<file path="src/rtl/vop_issue_seq_pkg.sv">
// Shared definitions for the vector issue path: op codes, sequencer states,
// default geometry and the per-element beat count.
package vop_issue_seq_pkg;

  localparam int unsigned VLEN_DEF   = 128;
  localparam int unsigned ELEN_DEF   = 32;
  localparam int unsigned ADDR_W_DEF = 5;
  localparam int unsigned COUNT      = VLEN_DEF / ELEN_DEF;

  typedef enum logic [2:0] {
    OP_ADD  = 3'd0,
    OP_SUB  = 3'd1,
    OP_AND  = 3'd2,
    OP_OR   = 3'd3,
    OP_XOR  = 3'd4,
    OP_MACC = 3'd5,
    OP_MOVE = 3'd6,
    OP_RSVD = 3'd7
  } op_e;

  typedef enum logic [1:0] {
    ST_IDLE      = 2'd0,
    ST_FETCH     = 2'd1,
    ST_EXEC      = 2'd2,
    ST_WAIT_DONE = 2'd3
  } state_e;

  // Operand idx (1-based) is live only when the instruction names at least idx sources.
  function automatic logic operand_en(input logic [1:0] nops, input logic [1:0] idx);
    return (nops >= idx);
  endfunction

endpackage

</file>
<file path="src/rtl/vop_issue_seq_if.sv">
// Instruction handshake and VRF-wrapper bus of the vector issue sequencer.
// slave = the sequencer, master = the decoder/wrapper side driving it.
interface vop_issue_seq_if #(
  parameter int unsigned AddrWidth = 5,
  parameter int unsigned ELEN      = 32
) ();

  logic                 instr_valid_i;
  logic                 instr_ready_o;
  logic [2:0]           instr_op_i;
  logic [AddrWidth-1:0] instr_vs1_i;
  logic [AddrWidth-1:0] instr_vs2_i;
  logic [AddrWidth-1:0] instr_vd_i;
  logic [1:0]           instr_nops_i;
  logic                 instr_we_i;
  logic                 vrf_req_o;
  logic                 vrf_we_o;
  logic [AddrWidth-1:0] vrf_raddr_a_o;
  logic [AddrWidth-1:0] vrf_raddr_b_o;
  logic [AddrWidth-1:0] vrf_waddr_o;
  logic [1:0]           vrf_num_operands_o;
  logic [ELEN-1:0]      vrf_rdata_a_i;
  logic [ELEN-1:0]      vrf_rdata_b_i;
  logic [ELEN-1:0]      vrf_rdata_c_i;
  logic [ELEN-1:0]      vrf_wdata_o;
  logic                 vrf_done_i;
  logic                 busy_o;
  logic                 done_o;

  modport slave (
    input  instr_valid_i, instr_op_i, instr_vs1_i, instr_vs2_i, instr_vd_i,
           instr_nops_i, instr_we_i, vrf_rdata_a_i, vrf_rdata_b_i, vrf_rdata_c_i,
           vrf_done_i,
    output instr_ready_o, vrf_req_o, vrf_we_o, vrf_raddr_a_o, vrf_raddr_b_o,
           vrf_waddr_o, vrf_num_operands_o, vrf_wdata_o, busy_o, done_o
  );

  modport master (
    output instr_valid_i, instr_op_i, instr_vs1_i, instr_vs2_i, instr_vd_i,
           instr_nops_i, instr_we_i, vrf_rdata_a_i, vrf_rdata_b_i, vrf_rdata_c_i,
           vrf_done_i,
    input  instr_ready_o, vrf_req_o, vrf_we_o, vrf_raddr_a_o, vrf_raddr_b_o,
           vrf_waddr_o, vrf_num_operands_o, vrf_wdata_o, busy_o, done_o
  );

endinterface

</file>
<file path="src/rtl/vop_elem_alu.sv">
// Per-element combinational datapath. All results wrap to ELEN bits.
module vop_elem_alu
  import vop_issue_seq_pkg::*;
#(
  parameter int unsigned ELEN = ELEN_DEF
) (
  input  op_e             op,
  input  logic [ELEN-1:0] a,
  input  logic [ELEN-1:0] b,
  input  logic [ELEN-1:0] c,
  output logic [ELEN-1:0] res
);

  // Select the element result for the current op code.
  always_comb begin
    res = {ELEN{1'b0}};
    case (op)
      OP_ADD:  res = a + b;
      OP_SUB:  res = a - b;
      OP_AND:  res = a & b;
      OP_OR:   res = a | b;
      OP_XOR:  res = a ^ b;
      OP_MACC: res = (a * b) + c;
      OP_MOVE: res = a;
      OP_RSVD: res = {ELEN{1'b0}};
      default: res = {ELEN{1'b0}};
    endcase
  end

endmodule

</file>
<file path="src/rtl/vop_issue_seq.sv">
// Vector instruction issue sequencer: accepts one decoded instruction,
// requests its operands, streams COUNT element beats and waits for the
// VRF wrapper to finish before accepting the next one.
module vop_issue_seq
  import vop_issue_seq_pkg::*;
#(
  parameter int unsigned VLEN      = VLEN_DEF,
  parameter int unsigned ELEN      = ELEN_DEF,
  parameter int unsigned AddrWidth = ADDR_W_DEF
) (
  input  logic            clk_i,
  input  logic            rst_i,
  vop_issue_seq_if.slave  bus
);

  localparam int unsigned Count = VLEN / ELEN;
  localparam int unsigned CntW  = (Count > 1) ? $clog2(Count) : 1;

  state_e               state_r;
  state_e               state_next_s;
  op_e                  op_r;
  logic [AddrWidth-1:0] vs1_r;
  logic [AddrWidth-1:0] vs2_r;
  logic [AddrWidth-1:0] vd_r;
  logic [1:0]           nops_r;
  logic                 we_r;
  logic [1:0]           fetch_cnt_r;
  logic [CntW-1:0]      beat_cnt_r;

  logic                 accept_s;
  logic                 fetch_last_s;
  logic                 exec_last_s;
  logic [ELEN-1:0]      opa_s;
  logic [ELEN-1:0]      opb_s;
  logic [ELEN-1:0]      opc_s;
  logic [ELEN-1:0]      alu_res_s;

  assign accept_s     = (state_r == ST_IDLE) && bus.instr_valid_i;
  assign fetch_last_s = (fetch_cnt_r == nops_r);
  assign exec_last_s  = (beat_cnt_r == CntW'(Count - 1));

  // Next-state selection; done from the wrapper only matters in WAIT_DONE.
  always_comb begin
    state_next_s = state_r;
    case (state_r)
      ST_IDLE: begin
        if (bus.instr_valid_i) state_next_s = ST_FETCH;
        else                   state_next_s = ST_IDLE;
      end
      ST_FETCH: begin
        if (fetch_last_s) state_next_s = ST_EXEC;
        else              state_next_s = ST_FETCH;
      end
      ST_EXEC: begin
        if (exec_last_s) state_next_s = ST_WAIT_DONE;
        else             state_next_s = ST_EXEC;
      end
      ST_WAIT_DONE: begin
        if (bus.vrf_done_i) state_next_s = ST_IDLE;
        else                state_next_s = ST_WAIT_DONE;
      end
      default: state_next_s = ST_IDLE;
    endcase
  end

  // State register; reset aborts any instruction in flight.
  always_ff @(posedge clk_i or posedge rst_i) begin
    if (rst_i) state_r <= ST_IDLE;
    else       state_r <= state_next_s;
  end

  // Capture the instruction fields on accept and hold them until the next accept.
  always_ff @(posedge clk_i or posedge rst_i) begin
    if (rst_i) begin
      op_r   <= OP_ADD;
      vs1_r  <= {AddrWidth{1'b0}};
      vs2_r  <= {AddrWidth{1'b0}};
      vd_r   <= {AddrWidth{1'b0}};
      nops_r <= 2'd0;
      we_r   <= 1'b0;
    end else if (accept_s) begin
      op_r   <= op_e'(bus.instr_op_i);
      vs1_r  <= bus.instr_vs1_i;
      vs2_r  <= bus.instr_vs2_i;
      vd_r   <= bus.instr_vd_i;
      nops_r <= bus.instr_nops_i;
      we_r   <= bus.instr_we_i;
    end
  end

  // FETCH cycle counter: zero on the request cycle, counts up to nops.
  always_ff @(posedge clk_i or posedge rst_i) begin
    if (rst_i)                                        fetch_cnt_r <= 2'd0;
    else if (state_r == ST_FETCH && !fetch_last_s)    fetch_cnt_r <= fetch_cnt_r + 2'd1;
    else if (state_r == ST_FETCH)                     fetch_cnt_r <= fetch_cnt_r;
    else                                              fetch_cnt_r <= 2'd0;
  end

  // Beat counter: counts only inside EXEC, so every entry into EXEC starts at zero.
  always_ff @(posedge clk_i or posedge rst_i) begin
    if (rst_i)                                     beat_cnt_r <= {CntW{1'b0}};
    else if (state_r == ST_EXEC && !exec_last_s)   beat_cnt_r <= beat_cnt_r + CntW'(1);
    else                                           beat_cnt_r <= {CntW{1'b0}};
  end

  // Sources the instruction does not name are forced to zero.
  assign opa_s = operand_en(nops_r, 2'd1) ? bus.vrf_rdata_a_i : {ELEN{1'b0}};
  assign opb_s = operand_en(nops_r, 2'd2) ? bus.vrf_rdata_b_i : {ELEN{1'b0}};
  assign opc_s = operand_en(nops_r, 2'd3) ? bus.vrf_rdata_c_i : {ELEN{1'b0}};

  vop_elem_alu #(.ELEN(ELEN)) u_alu (
    .op  (op_r),
    .a   (opa_s),
    .b   (opb_s),
    .c   (opc_s),
    .res (alu_res_s)
  );

  assign bus.instr_ready_o      = (state_r == ST_IDLE);
  assign bus.busy_o             = (state_r != ST_IDLE);
  assign bus.vrf_req_o          = (state_r == ST_FETCH) && (fetch_cnt_r == 2'd0);
  assign bus.done_o             = (state_r == ST_WAIT_DONE) && bus.vrf_done_i;
  assign bus.vrf_we_o           = we_r;
  assign bus.vrf_raddr_a_o      = vs1_r;
  assign bus.vrf_raddr_b_o      = vs2_r;
  assign bus.vrf_waddr_o        = vd_r;
  assign bus.vrf_num_operands_o = nops_r;
  assign bus.vrf_wdata_o        = (state_r == ST_EXEC) ? alu_res_s : {ELEN{1'b0}};

endmodule
</file>
<file path="src/flat_wrapper.sv">
// flat-port wrapper written by rule: the top's interface ports become plain ports
module vop_issue_seq_flat import vop_issue_seq_pkg::*;
#(
  parameter int unsigned VLEN      = VLEN_DEF,
  parameter int unsigned ELEN      = ELEN_DEF,
  parameter int unsigned AddrWidth = ADDR_W_DEF
)
  (clk_i, rst_i, bus_instr_valid_i, bus_instr_op_i, bus_instr_vs1_i, bus_instr_vs2_i, bus_instr_vd_i, bus_instr_nops_i, bus_instr_we_i, bus_vrf_rdata_a_i, bus_vrf_rdata_b_i, bus_vrf_rdata_c_i, bus_vrf_done_i, bus_instr_ready_o, bus_vrf_req_o, bus_vrf_we_o, bus_vrf_raddr_a_o, bus_vrf_raddr_b_o, bus_vrf_waddr_o, bus_vrf_num_operands_o, bus_vrf_wdata_o, bus_busy_o, bus_done_o);
  vop_issue_seq_if #(.AddrWidth(AddrWidth), .ELEN(ELEN)) bus_i ();
  input  logic clk_i;
  input  logic rst_i;
  input wire logic [$bits(bus_i.instr_valid_i)-1:0] bus_instr_valid_i;
  input wire logic [$bits(bus_i.instr_op_i)-1:0] bus_instr_op_i;
  input wire logic [$bits(bus_i.instr_vs1_i)-1:0] bus_instr_vs1_i;
  input wire logic [$bits(bus_i.instr_vs2_i)-1:0] bus_instr_vs2_i;
  input wire logic [$bits(bus_i.instr_vd_i)-1:0] bus_instr_vd_i;
  input wire logic [$bits(bus_i.instr_nops_i)-1:0] bus_instr_nops_i;
  input wire logic [$bits(bus_i.instr_we_i)-1:0] bus_instr_we_i;
  input wire logic [$bits(bus_i.vrf_rdata_a_i)-1:0] bus_vrf_rdata_a_i;
  input wire logic [$bits(bus_i.vrf_rdata_b_i)-1:0] bus_vrf_rdata_b_i;
  input wire logic [$bits(bus_i.vrf_rdata_c_i)-1:0] bus_vrf_rdata_c_i;
  input wire logic [$bits(bus_i.vrf_done_i)-1:0] bus_vrf_done_i;
  output wire logic [$bits(bus_i.instr_ready_o)-1:0] bus_instr_ready_o;
  output wire logic [$bits(bus_i.vrf_req_o)-1:0] bus_vrf_req_o;
  output wire logic [$bits(bus_i.vrf_we_o)-1:0] bus_vrf_we_o;
  output wire logic [$bits(bus_i.vrf_raddr_a_o)-1:0] bus_vrf_raddr_a_o;
  output wire logic [$bits(bus_i.vrf_raddr_b_o)-1:0] bus_vrf_raddr_b_o;
  output wire logic [$bits(bus_i.vrf_waddr_o)-1:0] bus_vrf_waddr_o;
  output wire logic [$bits(bus_i.vrf_num_operands_o)-1:0] bus_vrf_num_operands_o;
  output wire logic [$bits(bus_i.vrf_wdata_o)-1:0] bus_vrf_wdata_o;
  output wire logic [$bits(bus_i.busy_o)-1:0] bus_busy_o;
  output wire logic [$bits(bus_i.done_o)-1:0] bus_done_o;
  assign bus_i.instr_valid_i = bus_instr_valid_i;
  assign bus_i.instr_op_i = bus_instr_op_i;
  assign bus_i.instr_vs1_i = bus_instr_vs1_i;
  assign bus_i.instr_vs2_i = bus_instr_vs2_i;
  assign bus_i.instr_vd_i = bus_instr_vd_i;
  assign bus_i.instr_nops_i = bus_instr_nops_i;
  assign bus_i.instr_we_i = bus_instr_we_i;
  assign bus_i.vrf_rdata_a_i = bus_vrf_rdata_a_i;
  assign bus_i.vrf_rdata_b_i = bus_vrf_rdata_b_i;
  assign bus_i.vrf_rdata_c_i = bus_vrf_rdata_c_i;
  assign bus_i.vrf_done_i = bus_vrf_done_i;
  assign bus_instr_ready_o = bus_i.instr_ready_o;
  assign bus_vrf_req_o = bus_i.vrf_req_o;
  assign bus_vrf_we_o = bus_i.vrf_we_o;
  assign bus_vrf_raddr_a_o = bus_i.vrf_raddr_a_o;
  assign bus_vrf_raddr_b_o = bus_i.vrf_raddr_b_o;
  assign bus_vrf_waddr_o = bus_i.vrf_waddr_o;
  assign bus_vrf_num_operands_o = bus_i.vrf_num_operands_o;
  assign bus_vrf_wdata_o = bus_i.vrf_wdata_o;
  assign bus_busy_o = bus_i.busy_o;
  assign bus_done_o = bus_i.done_o;
  vop_issue_seq #(.VLEN(VLEN), .ELEN(ELEN), .AddrWidth(AddrWidth)) u_core (.clk_i(clk_i), .rst_i(rst_i), .bus(bus_i));
endmodule
</file>
<file path="config.mk">
export PLATFORM = sky130hd
export DESIGN_NAME = vop_issue_seq_flat
export DESIGN_NICKNAME = d
export VERILOG_FILES = /design/src/rtl/vop_issue_seq_pkg.sv /design/src/rtl/vop_issue_seq_if.sv /design/src/rtl/vop_elem_alu.sv /design/src/rtl/vop_issue_seq.sv /design/src/flat_wrapper.sv
export SDC_FILE = /design/constraint.sdc
export NUM_CORES = 2
export LEC_CHECK = 0
export ABC_AREA = 1
export BUFFER_PORTS_ARGS = -buffer_cell sky130_fd_sc_hd__buf_4
export CAP_MARGIN = 20
export CORE_MARGIN = 4
export CORE_UTILIZATION = 55
export CTS_BUF_LIST = sky130_fd_sc_hd__clkbuf_8
export CTS_CLUSTER_SIZE = 8
export DETAILED_ROUTE_END_ITERATION = 8
export PLACE_DENSITY = 0.84
export SETUP_SLACK_MARGIN = 0.5
export SYNTH_ARGS = -nofsm -noshare
export SYNTH_HDL_FRONTEND = slang
export SYNTH_HIERARCHICAL = 1
export SYNTH_SLANG_ARGS = --single-unit
</file>
<file path="constraint.sdc">
create_clock -name clk_i -period 10.5 [get_ports clk_i]
set_clock_uncertainty 0.2 [all_clocks]
set_input_delay 1.05 -clock clk_i [delete_from_list [all_inputs] [get_ports clk_i]]
set_output_delay 1.05 -clock clk_i [all_outputs]
set_load 0.1 [all_outputs]
</file>
Yosys cells after proc, flatten, opt, wreduce, memory -nomap -nowiden
Cells that the tools add are included.

Memories kept: 0. Output and inout bits: 54. Memory bits (read-only): 0. RAM bits: 0. Latch bits: 0. Word-level logic and storage cells: 58. Register bits after elaboration: 27. Input bits: 121.

Shifts and indexed selects: 0. Reduce and logical (&&, ||, !) cells: 11. Magnitude comparators: 3. $mul: 1. $add $sub $neg: 5. Eq/ne operators: 13. Div/mod/pow operators: 0. Bitwise operators: 3. Mux-type cells: 13.

Operators with widths (count): 32-bit case mux with 8 select lines (1); 32-bit two-way mux (4); 32-bit adder (2); 32-bit AND (1); 32-bit by 32-bit multiplier with 32-bit output (1); 32-bit bitwise OR (1); 32-bit subtractor (1); 32-bit XOR (1); 3-bit equality test (second input constant) (4); 2-bit two-way mux (5); 2-bit case mux with 4 select lines (1); 2-bit equality test (second input constant) (3); 3-bit by 2-bit equality test with 1-bit output (second input constant) (2); 1-bit logical AND (5); 2-bit by 1-bit adder with 2-bit output (second input constant) (2); 2-bit greater-or-equal comparator (second input constant) (2); 2-bit zero test (2); 3-bit by 1-bit equality test with 1-bit output (second input constant) (1); 3-bit zero test (1); 2-bit by 1-bit equality test with 1-bit output (second input constant) (1); 2-bit equality test (1); 2-bit by 1-bit greater-or-equal comparator with 1-bit output (second input constant) (1); 1-bit zero test (2); 1-bit two-way mux (2); other kinds (2) (2).

Logic depth before layout (Yosys ltp)
Depth after elaboration: 6. Mapped depth: 39. Mapped depth without buffers: 36.

By module
Netlist, hierarchy kept.

By module, submodules not included: vop_elem_alu (seq. area each 0.0 µm², area each 22545.4 µm², cells each 3211, instances 1); vop_issue_seq (seq. area each 675.6 µm², area each 2252.2 µm², cells each 404, instances 1).

Worst setup path before layout
OpenSTA, ideal clock, no wires.

Path kind: reg2out. From: register u_core.nops_r[1], in the netlist u_core/bus.vrf_num_operands_o[1]. To: output port bus_vrf_wdata_o[31]. Arrival time: 9.079 ns. Setup slack: 0.171 ns. Cell stages (with the launch flop): 36. Cells stage by stage: dfrtp_1 > buf_4 > nor2_2 > buf_4 > nor2_1 > buf_2 > clkbuf_1 > nand2_1 > inv_1 > fa_1 > fa_1 > fa_1 > inv_1 > fa_1 > inv_1 > fa_1 > inv_1 > fa_1 > inv_1 > fa_1 > inv_1 > fa_1 > inv_1 > ha_1 > a21oi_1 > o21ai_0 > a21oi_1 > nand3_1 > a21o_1 > a21oi_1 > inv_1 > nand3_1 > nand3_1 > nand3_1 > inv_1 > nor2_1.

Longest elaborated chain between the ends: 6. Elaborated cells between the ends (all ways): 15.

RTL lines: start, declared (RTL line vop_issue_seq.sv:25) `logic [1:0] nops_r;`; start signal, assigned (RTL line vop_issue_seq.sv:86) `nops_r <= bus.instr_nops_i;`; 2-bit by 1-bit greater-or-equal comparator with 1-bit output (*) (RTL line vop_issue_seq_pkg.sv:30) `return (nops >= idx);`; 32-bit two-way mux (*) (RTL line vop_issue_seq.sv:107) `assign opa_s = operand_en(nops_r, 2'd1) ? bus.vrf_rdata_a_i : {ELEN{1'b0}};`; net u_core.opa_s[18] (RTL line vop_issue_seq.sv:33) `logic [ELEN-1:0] opa_s;`; 32-bit by 32-bit multiplier with 32-bit output (RTL line vop_elem_alu.sv:23) `OP_MACC: res = (a * b) + c;`; 32-bit adder (RTL line vop_elem_alu.sv:23); 32-bit case mux with 8 select lines (*) (RTL line vop_elem_alu.sv:17) `case (op)`; net u_core.alu_res_s[31] (RTL line vop_issue_seq.sv:36) `logic [ELEN-1:0] alu_res_s;`; 32-bit two-way mux (*) (RTL line vop_issue_seq.sv:128) `assign bus.vrf_wdata_o = (state_r == ST_EXEC) ? alu_res_s : {ELEN{1'b0}};`; end, declared (RTL line flat_wrapper.sv:30) `output wire logic [$bits(bus_i.vrf_wdata_o)-1:0] bus_vrf_wdata_o;`.

Mark *: on every way through the listed nets, which the timed path passes. The rest lies on a longest branch.

Worst setup path in the final report
From: input port bus_vrf_rdata_b_i[3]. To: output port bus_vrf_wdata_o[27].

Longest elaborated chain between the ends: 5. Elaborated cells between the ends (all ways): 7.

RTL lines: start, declared (RTL line flat_wrapper.sv:20) `input wire logic [$bits(bus_i.vrf_rdata_b_i)-1:0] bus_vrf_rdata_b_i;`; 32-bit two-way mux (*) (RTL line vop_issue_seq.sv:108) `assign opb_s = operand_en(nops_r, 2'd2) ? bus.vrf_rdata_b_i : {ELEN{1'b0}};`; net u_core.opb_s[3] (RTL line vop_issue_seq.sv:34) `logic [ELEN-1:0] opb_s;`; 32-bit by 32-bit multiplier with 32-bit output (RTL line vop_elem_alu.sv:23); 32-bit adder (RTL line vop_elem_alu.sv:23); 32-bit case mux with 8 select lines (*) (RTL line vop_elem_alu.sv:17); net u_core.alu_res_s[27] (RTL line vop_issue_seq.sv:36); 32-bit two-way mux (*) (RTL line vop_issue_seq.sv:128).

Marked as above.

==> results.tsv <==
metric	value	unit
die_w	220.3	µm
grt_pass1_vias	23760	
syn_to_final_growth	10.46	%
r2r_setup_slack	8.73	ns
io_pins	175	
h-tree-depth	1	
end_kind	output port	
r2r-start	u_core/state_r[1]$_DFF_PP0_	
numCtsBuffers	3	
die_y	220.3	µm
cts_sinks	27	
required	9.25	ns
core	44410	µm²
status	completed	
syn-num-nets	4397	
fin_setup_tns	0	ns
gp_congestion	1.027	
fin_crit_sh	92.83	%
crit_start	bus_vrf_rdata_b_i[3]	
grt_use_met3	6.468	%
antenna_found_initial	0	
hold_buffers	0	
dp_hpwl	62.30	mm
antenna_cells	0	
wirelength	76.80	mm
use_met2	49.72	%
slew_violations	0	
ys.flop_type	dfrtp_1	
layout_commonest_cell	inv_1	
worst_r2r_endpoint	u_core/bus.vrf_num_operands_o[1]$_DFFE_PP0P_	
max_stage_delay	0.53	ns
tightestPinTransition	0.8872	ns
maxCapViolCount	0	
synthCells	3615	
nNetsFinal	4541	
ys_seq_area_share	2.725	%
final-hold-violation-count	0	
min_period	9.747	ns
relSlewSlack	39.32	%
multi_input_area	19190	µm²
viasPerCell	5.271	
r2r_cells	4	
detail-route-antenna-nets	0	
layout_common_cells	inv_1 (1,114), nand2_1 (907), fa_1 (439)	
yosys_warnings	6	
cp.arrival	8.50	ns
cts_tree	built	
dr.pass1.iters	7	
netlist_area	24800	µm²
rsz0062_at_grt	yes	
hold_path.class	register to register	
cp_slowest_cell	fa_1	
setup_viol	0	
hold_end	u_core/beat_cnt_r[0]$_DFF_PP0_	
fp-row-count	77	
num_vias	22930	
min_from	u_core/beat_cnt_r[0]$_DFF_PP0_	
critPathKind	input pin to output port	
grt_pass1_wl	122.5	mm
n_fill_cell	3852	
hold_depth	1	
fmax	0.1026	GHz
path_max_fanout	7	
grt_util_met1	42.92	%
synthDistinctLibCells	64	
die_area	48550	µm²
ys_ff_latch	27	
grt_max_degree	35	
post-route-util	61.68	%
root_buffer	clkbuf_8	
clk_latency	0.27	ns
drc	0	
async_flop_share	100.0	%
start_kind	input pin	
seqCellArea	676.9	µm²
synth_edf_count	0	
io_buffers	174	
cts_buffer_depth	2	
busiest_layer	met2	
syn-mean-instance-area	6.860	µm²
drt_iter0_drc	2490	
start_util	55.83	%
grt_overflow	0	
clk_pin_slew	0.09	ns
routedWlPerCell	17.65	µm
grt_use_total	31.97	%
layout-drive-gt1-share	10.83	%
## cells in the mapped netlist, types with 5 or more instances
library cell,n,area share [%]
a211oi_1,9,0.27
dfrtp_1,27,2.7
inv_2,9,0.14
buf_1,13,0.20
o21ai_2,6,0.21
nand4_1,7,0.18
a221oi_1,18,0.64
clkbuf_1,81,1.2
buf_4,19,0.58
fa_1,439,35
xnor2_1,9,0.32
o21ai_0,82,1.7
a21oi_1,92,1.9
buf_6,11,0.50
nor2_1,196,3.0
nand3_1,124,2.5
xor2_1,50,1.8
nor3_1,15,0.30
nand2_2,8,0.20
inv_1,1128,17
nand2_1,907,14
o21ai_1,5,0.10
buf_2,31,0.63
ha_1,222,11
a21o_1,11,0.33
or2_2,5,0.13
a2111oi_0,6,0.21
nand3b_1,10,0.30
o21bai_1,9,0.27
## worst max path at each step
stage / to / slack [ns] / cells after the start
3_3_place_gp: bus_vrf_wdata_o[31] / 0.69 / 33
4_1_cts: bus_vrf_wdata_o[26] / 0.54 / 31
6_report: bus_vrf_wdata_o[27] / 0.75 / 33
3_5_place_dp: bus_vrf_wdata_o[31] / 0.66 / 33
2_1_floorplan: bus_vrf_wdata_o[20] / 0.52 / 35
5_1_grt: bus_vrf_wdata_o[26] / 0.44 / 29
## routing by layer
| layer | vias to the layer above | wire, µm |
|---|---|---|
| met5 | - | 0 |
| met4 | 0 | 4110 |
| met3 | 245 | 9098 |
| met2 | 1312 | 33810 |
| met1 | 10750 | 29780 |
| li1 | 10620 | - |
## state kept, by name (all words and copies together) (netlist names)
register,count
u_core/state_r,2
u_core/fetch_cnt_r,2
u_core/bus.vrf_num_operands_o,2
u_core/bus.vrf_raddr_a_o,5
u_core/op_r,3
u_core/bus.vrf_raddr_b_o,5
u_core/bus.vrf_waddr_o,5
u_core/beat_cnt_r,2
u_core/bus.vrf_we_o,1
## cell type report
cell class	instances	share of cell area (%)
clock inverter	1	0.02741
multi-input combinational	2293	70.05
clock buffer	3	0.1507
sequential	27	2.471
timing repair buffer	294	8.765
inverter	1140	15.84
tap	592	2.704
## what timing repair did
| item | CTS | global route |
|---|---|---|
| buffers inserted | 0 | 27 |
| gates resized for setup | 1 | 36 |
| endpoints found under the setup margin | 1 | 17 |
## worst max-delay path, delay by kind of cell
kind / cells / cell delay (ns)
adders and majority gates: 9 / 4.28
and+or+nand+nor: 5 / 0.60
AOI/OAI and AO/OA: 6 / 1.08
buffers and inverters: 13 / 1.46
## per-stage QoR
step                instance area [µm²]  setup WS [ns]  instances  hold WS [ns]
floorplan                         24820         0.5244       3615        0.2150
global placement                  26880         0.6873       4318        0.2296
detailed placement                26880         0.6645       4318        0.2310
CTS                               26930         0.5383       4322        0.2521
global route                      27390         0.4420       4350        0.2824
finish                            27390         0.7533       4350        0.2496
## cell families after synthesis
group                      count (synthesis)  share of synthesized area, %
adders and majority gates                661                         46.64
xor gates and xnor gates                  59                         2.084
DFF                                       27                         2.725
and+or+nand+nor                         1299                         21.37
buffers and inverters                   1295                         20.40
AOI/OAI and AO/OA                        274                         6.776
Power is not shown: default switching activity piles up to over one toggle a cycle in this logic, so the estimate is an artifact.
